--- config.mk ---
export PLATFORM = sky130hd
export DESIGN_NAME = wb_intc
export DESIGN_NICKNAME = d
export VERILOG_FILES = /design/src/rtl/wb_intc.sv
export SDC_FILE = /design/constraint.sdc
export NUM_CORES = 1
export LEC_CHECK = 0
export CORE_UTILIZATION = 30
export CTS_BUF_LIST = sky130_fd_sc_hd__clkbuf_2 sky130_fd_sc_hd__clkbuf_4 sky130_fd_sc_hd__clkbuf_8
export CTS_CLUSTER_SIZE = 28
export DETAILED_ROUTE_END_ITERATION = 8
export GPL_TIMING_DRIVEN = 0
export PLACE_DENSITY = 0.51
export SETUP_SLACK_MARGIN = 0.5
export SKIP_CTS_REPAIR_TIMING = 1
export SYNTH_ARGS = -nofsm -noshare
export SYNTH_HDL_FRONTEND = slang
export SYNTH_SLANG_ARGS = --single-unit
--- constraint.sdc ---
create_clock -name clk_i -period 1.7 [get_ports clk_i]
set_input_delay 0.34 -clock clk_i [delete_from_list [all_inputs] [get_ports clk_i]]
set_output_delay 0.34 -clock clk_i [all_outputs]
set_load 0.02 [all_outputs]
--- src/rtl/wb_intc.sv ---
// Wishbone B3 interrupt controller with synchroniser, per-line polarity, edge/level mode and W1C pending.
// Define WB_INTC_VECTOR_EN to map the read-only VECTOR register at offset 0x18.
module wb_intc #(
  parameter int NUM_IRQ = 32
) (
  input  logic               clk_i,
  input  logic               nrst_i,
  input  logic [4:0]         wb_adr_i,
  input  logic [31:0]        wb_dat_i,
  input  logic [3:0]         wb_sel_i,
  input  logic               wb_we_i,
  input  logic               wb_cyc_i,
  input  logic               wb_stb_i,
  output logic [31:0]        wb_dat_o,
  output logic               wb_ack_o,
  output logic               wb_err_o,
  output logic               wb_rty_o,
  input  logic [NUM_IRQ-1:0] irq_i,
  output logic [NUM_IRQ-1:0] cpu_irq_o,
  output logic               irq_o
);

  localparam logic [2:0] OFF_PENDING  = 3'd0;
  localparam logic [2:0] OFF_ENABLE   = 3'd1;
  localparam logic [2:0] OFF_MODE     = 3'd2;
  localparam logic [2:0] OFF_POLARITY = 3'd3;
  localparam logic [2:0] OFF_STATUS   = 3'd4;
  localparam logic [2:0] OFF_SET      = 3'd5;
  localparam logic [2:0] OFF_VECTOR   = 3'd6;

  logic [NUM_IRQ-1:0] sync1_reg, sync2_reg, prev_reg;
  logic [NUM_IRQ-1:0] pending_reg, enable_reg, mode_reg, polarity_reg;
  logic [NUM_IRQ-1:0] pending_next, enable_next, mode_next, polarity_next;
  logic [NUM_IRQ-1:0] act, rise, wmask, wdata, set_bits, clr_bits, status;
  logic [31:0]        byte_mask, rdata_next;
  logic [2:0]         offset;
  logic               access, mapped, wr;
  logic               unused;

  assign unused   = ^{wb_adr_i[1:0], wb_dat_i, byte_mask};
  assign wb_rty_o = 1'b0;

  genvar gi;
  generate
    for (gi = 0; gi < 4; gi++) begin : g_lane
      assign byte_mask[gi*8 +: 8] = {8{wb_sel_i[gi]}};
    end
  endgenerate

  assign wmask  = byte_mask[NUM_IRQ-1:0];
  assign wdata  = wb_dat_i[NUM_IRQ-1:0] & wmask;
  assign offset = wb_adr_i[4:2];
  assign access = wb_cyc_i & wb_stb_i & ~wb_ack_o & ~wb_err_o;

  always_comb begin
    mapped = (offset <= OFF_SET);
`ifdef WB_INTC_VECTOR_EN
    if (offset == OFF_VECTOR) mapped = 1'b1;
`endif
  end

  assign wr     = access & mapped & wb_we_i;
  assign act    = sync2_reg ^ polarity_reg;
  assign rise   = act & ~prev_reg;
  assign status = pending_reg & enable_reg;

  assign set_bits = (wr && offset == OFF_SET)     ? wdata : '0;
  assign clr_bits = (wr && offset == OFF_PENDING) ? wdata : '0;

  // Level lines mirror the request; edge lines latch, with set taking priority over W1C.
  generate
    for (gi = 0; gi < NUM_IRQ; gi++) begin : g_pend
      assign pending_next[gi] = mode_reg[gi]
                              ? (set_bits[gi] | rise[gi] | (pending_reg[gi] & ~clr_bits[gi]))
                              : act[gi];
    end
  endgenerate

  assign enable_next   = (wr && offset == OFF_ENABLE)   ? ((enable_reg & ~wmask) | wdata)   : enable_reg;
  assign mode_next     = (wr && offset == OFF_MODE)     ? ((mode_reg & ~wmask) | wdata)     : mode_reg;
  assign polarity_next = (wr && offset == OFF_POLARITY) ? ((polarity_reg & ~wmask) | wdata) : polarity_reg;

`ifdef WB_INTC_VECTOR_EN
  logic [31:0] vector_reg, vector_next;

  always_comb begin
    vector_next = '0;
    for (int i = NUM_IRQ - 1; i >= 0; i--) begin
      if (status[i]) vector_next = {1'b1, 26'd0, 5'(i)};
    end
  end

  always_ff @(posedge clk_i) begin
    if (!nrst_i) vector_reg <= '0;
    else         vector_reg <= vector_next;
  end
`endif

  always_comb begin
    rdata_next = '0;
    if (access && mapped && !wb_we_i) begin
      case (offset)
        OFF_PENDING:  rdata_next = 32'(pending_reg);
        OFF_ENABLE:   rdata_next = 32'(enable_reg);
        OFF_MODE:     rdata_next = 32'(mode_reg);
        OFF_POLARITY: rdata_next = 32'(polarity_reg);
        OFF_STATUS:   rdata_next = 32'(status);
`ifdef WB_INTC_VECTOR_EN
        OFF_VECTOR:   rdata_next = vector_reg;
`endif
        default:      rdata_next = '0;
      endcase
    end
  end

  always_ff @(posedge clk_i) begin
    if (!nrst_i) begin
      sync1_reg    <= '0;
      sync2_reg    <= '0;
      prev_reg     <= '0;
      pending_reg  <= '0;
      enable_reg   <= '0;
      mode_reg     <= '0;
      polarity_reg <= '0;
      wb_ack_o     <= 1'b0;
      wb_err_o     <= 1'b0;
      wb_dat_o     <= '0;
      cpu_irq_o    <= '0;
      irq_o        <= 1'b0;
    end else begin
      sync1_reg    <= irq_i;
      sync2_reg    <= sync1_reg;
      prev_reg     <= act;
      pending_reg  <= pending_next;
      enable_reg   <= enable_next;
      mode_reg     <= mode_next;
      polarity_reg <= polarity_next;
      wb_ack_o     <= access & mapped;
      wb_err_o     <= access & ~mapped;
      wb_dat_o     <= rdata_next;
      cpu_irq_o    <= status;
      irq_o        <= |status;
    end
  end

endmodule

# Yosys cells after proc, flatten, opt, wreduce, memory -nomap -nowiden
# Cells that the tools add are included.
word_totals:
  word_cells: 213
  out_inout_bits: 68
  reg_bits: 291
classes:
  bitwise: 149
  n_mux: 35
  n_eq_ne: 5
  reduce_logical: 11
  magnitude_cmp: 1
op_table:
  columns: ["op", "n"]
  rows:
  - ["32-bit AND", 6]
  - ["32-bit case mux with 5 select lines", 1]
  - ["32-bit bitwise OR", 3]
  - ["32-bit two-way mux", 2]
  - ["32-bit NOT", 2]
  - ["1-bit bitwise OR", 64]
  - ["1-bit AND", 38]
  - ["1-bit NOT", 35]
  - ["1-bit two-way mux", 32]
  - ["32-bit OR reduction", 1]
  - ["32-bit XOR", 1]
  - ["1-bit logical AND", 7]
  - ["3-bit by 2-bit == test with 1-bit output (second input constant)", 2]
  - ["3-bit == test (second input constant)", 2]
  - ["3-bit by 1-bit == test with 1-bit output (second input constant)", 1]
  - ["3-bit <= comparator (second input constant)", 1]
  - ["3-bit logical NOT", 1]
  - ["2-bit AND reduction", 1]
  - ["1-bit logical NOT", 1]

# Depth between registers and ports, before layout
logic_depth:
  word_depth: 11
  depth_mapped: 7
  mapped_depth_nobuf: 4

# Worst setup path before layout
# Ideal clock, no wire load.
synth_timing:
  path_type: "register to register"
  start: "reg wb_err_o"
  end: "reg with a tool-made name"
  setup_ns: 0.116
  required_ns: 1.584
  stages_incl_launch_ff: 8
  t_arrival_ns: 1.484
  setup_slack_ns: 0.100
  cell_sequence: "dfxtp_1 and4bb_1 buf_6 buf_12 and4_4 buf_12 mux2i_1 nor2b_1"
synth_lines:
  columns: ["element", "line", "text"]
  rows:
  - ["start, declared", "16", "output logic wb_err_o,"]
  - ["start signal, assigned", "139", "wb_err_o <= access & ~mapped;"]

==> metrics.md <==
| Metric | Value |
|---|---|
| Drt initial violations | `592` |
| Worst-Margin Slew | `0.7934 ns` |
| Worst VDD drop | `0.0004792 V` |
| Synth warn | `0` |
| Final hold vios | `0` |
| Root Driver | `clkbuf_8` |
| Pins over their slew limit | `0` |
| Die Wd | `199.3 um` |
| Drt wl/cell | `19.61 um` |
| IO buf count | `138` |
| Slowest-stage cell, CP | `dfxtp_2` |
| Top-count cell post-synth | `dfxtp_1` |
| WP data arrival | `2.20 ns` |
| DP HPWL | `26070 um` |
| Synthesized area | `0.01168 mm2` |
| Post-synthesis cell count | `1220` |
| Finished Cell Area | `0.01636 mm2` |
| I/O pins | `146` |
| Largest delay share family, worst path | `buffers and inverters` |
| Area share of the largest cell type after synthesis | `49.89%` |
| CP bufs+invs | `4` |
| Fraction of final layout cells sized beyond drive strength 1 | `29.16%` |
| Num CTS Buffers | `52` |
| Final core utilization | `43.03%` |
| Inst Count DP | `1869` |
| Min-Delay Path Class | `in2reg` |
| CP max stage delay | `0.31 ns` |
| Main synth FF type | `dfxtp_1` |
| DR top layer | `met4` |
| Grt ovf | `0` |
| Nets@finish | `1527` |
| Non-filler cells, final | `2003` |
| #FFs+latches synth | `291` |
| Outcome | `complete, no violations` |
| Required time worst endpoint | `2.20 ns` |
| Via/cell ratio | `4.819` |
| Global Route Usage Sum | `19.21%` |
| Cells traversed along the worst timing path | `and4bb_2 > buf_6 > buf_12 > buf_12 > nand4_4 > buf_8 > nand3_1 > o21ai_1` |
| Met3 WL | `2245 um` |
| Final worst path period share | `99.69%` |
| Hold Startpoint | `wb_sel_i[1]` |
| Syn nets | `1298` |
| Final clock skew | `0.02737 ns` |
| Vias in the first global route | `9032` |
| Normalized max-slew margin | `47.11%` |
| CTS H-Tree Depth | `2` |
| RSZ-0062 raised after global routing | `true` |
| Startpoint types | `flip-flop` |
| Final TNS setup | `0 ns` |
| First-pass GRT wire length | `55920 um` |
| Final setup viols | `0` |
| DRC | `0` |
| Number of cells on the critical path | `8` |
| Placed cell area | `0.01381 mm2` |
| Layout area overhead | `40.13%` |
| Row count | `71` |
| Dominant cells by area after synthesis | `dfxtp_1 50%, mux2i_1 6.3%, and2_1 5.3%` |
| Register area share after synthesis | `49.89%` |
| Unique masters post-synth | `43` |
| CTS sink cnt | `291` |
| Worst Hold Endpoint | `pending_reg[8]` |
| TritonRoute pass-1 iters | `5` |
| Flop2flop setup slack | `0.005 ns` |
| Cell taking the most area after synthesis | `dfxtp_1` |
| Synth async-reset ratio | `0%` |
| Maximum fanout along the worst path | `8` |
| Die extent in y | `199.3 um` |
| WS Path Type | `reg2reg` |
| Largest net degree at the start of global routing | `14` |
| Number of nets with antenna violations after routing | `0` |
| # diodes | `0` |
| Depth of the most critical reg-to-reg path | `8` |
| Max-cap viol count | `0` |
| Total wire length | `39280 um` |
| M1 WL | `18080 um` |
| Most common library cells after synthesis | `291 x dfxtp_1, 149 x nand2_1, 113 x o21ai_0` |
| Lkg Pwr | `6.304 nW` |
| Core footprint | `0.03802 mm2` |
| Pwr dens | `943.2 mW/mm2` |
| Routability cong. | `0.8404` |
| Reg-to-Reg Start | `wb_ack_o` |
| Clk_lat worst skew | `0.62 ns` |
| Syn avg cell area | `9.571 um2` |
| Critical path capture point type | `flip-flop` |
| F_max | `0.5901 GHz` |
| TritonCTS clock tree | `built` |
| Initial cell density of the core | `30.71%` |
| Die ar. | `0.03971 mm2` |
| Via count | `9653` |
| Post-synth EDFFs | `0` |
| Clk buf depth | `3` |
| WL met2 | `18030 um` |
| Clock slew at reported path FFs | `0.06 ns` |
| Initial antenna violation count | `1` |
| CP dominant cell by count | `buf_12` |
| WHS Path Cells | `4` |
| Minimum clock period | `1.695 ns` |
placed cells by master, fill, tap and decap left out, drive strengths merged, types with 4 or more instances in the layout:
master	netlist	final
a21oi	70	70
a22o	4	4
and3	32	32
a21o	22	22
a32oi	16	16
dfxtp	291	291
o2bb2ai	6	6
a221oi	4	4
buf	40	143
nand4	8	8
mux2	22	22
nor2	7	7
nand3	37	37
mux2i	73	73
a22oi	24	24
clkbuf	44	129
or3b	5	5
a2bb2oi	4	4
xor2	32	32
and4	8	8
nor2b	90	90
clkinvlp	0	4
and2	98	98
dlymetal6s2s	0	4
nand2	149	149
o21ai	118	118
inv	5	4
clkinv	0	7
clkdlybuf4s50	0	67
routing by layer:
| metal | track usage, % | vias up |
|---|---|---|
| li1 | - | 4682 |
| met3 | 3.848 | 63 |
| met1 | 26.30 | 4602 |
| met5 | 0 | - |
| met2 | 30.44 | 306 |
| met4 | 5.356 | 0 |
worst max-delay path by stage:
stage,startpoint,to,slack (ns)
after floorplan,wb_ack_o,flip-flop,0.14
after global placement,wb_adr_i[3],wb_dat_o[20],-1.06
after global routing,wb_ack_o,flip-flop,-0.02
final,wb_ack_o,flip-flop,0.005
after detailed placement,wb_adr_i[3],wb_dat_o[20],-1.03
after CTS,wb_adr_i[3],wb_dat_o[20],-0.39
tightest hold or removal path, cell delays in order:
cell and delay [ns]:
buf_2 0.21, nand2_1 0.11, o21ai_1 0.06, a21oi_1 0.12
cell type report:
type | instances | area (um2)
fillers | 3756 | 21660
multi-input cells | 840 | 5968
flip-flops and latches | 291 | 5916
repair buffers | 175 | 1969
clock buffers | 84 | 1062
well taps | 511 | 639.4
plain buffers | 84 | 636.9
clock inverters | 13 | 147.6
inverters | 5 | 22.52
stage by stage:
stage | power (mW) | setup slack, ns | hold WS (ns)
3_5_place_dp | 8.046 | -1.031 | 0.4169
3_3_place_gp | 8.039 | -1.060 | 0.4171
6_report | 15.43 | 0.005254 | 0.2598
5_1_grt | 16.01 | -0.02400 | 0.2380
4_1_cts | 15.51 | -0.3884 | 0.1889
2_1_floorplan | 7.556 | 0.1440 | 0.4119
power breakdown:
part	internal (mW)	switching, mW	leakage (nW)
combinational	0.434	0.607	3.27
sequential	6.93	0.0456	2.40
clock	4.42	3.00	0.635
cells by family after synthesis:
logic type,count (synthesis),synth area share [%]
compound gates,273,14.05
mux,96,8.573
buf+inv,89,3.900
flops,291,49.89
simple gates,438,21.15
xor+xnor,32,2.400
other cells,1,0.03212
Power figures use the tool's default switching activity.
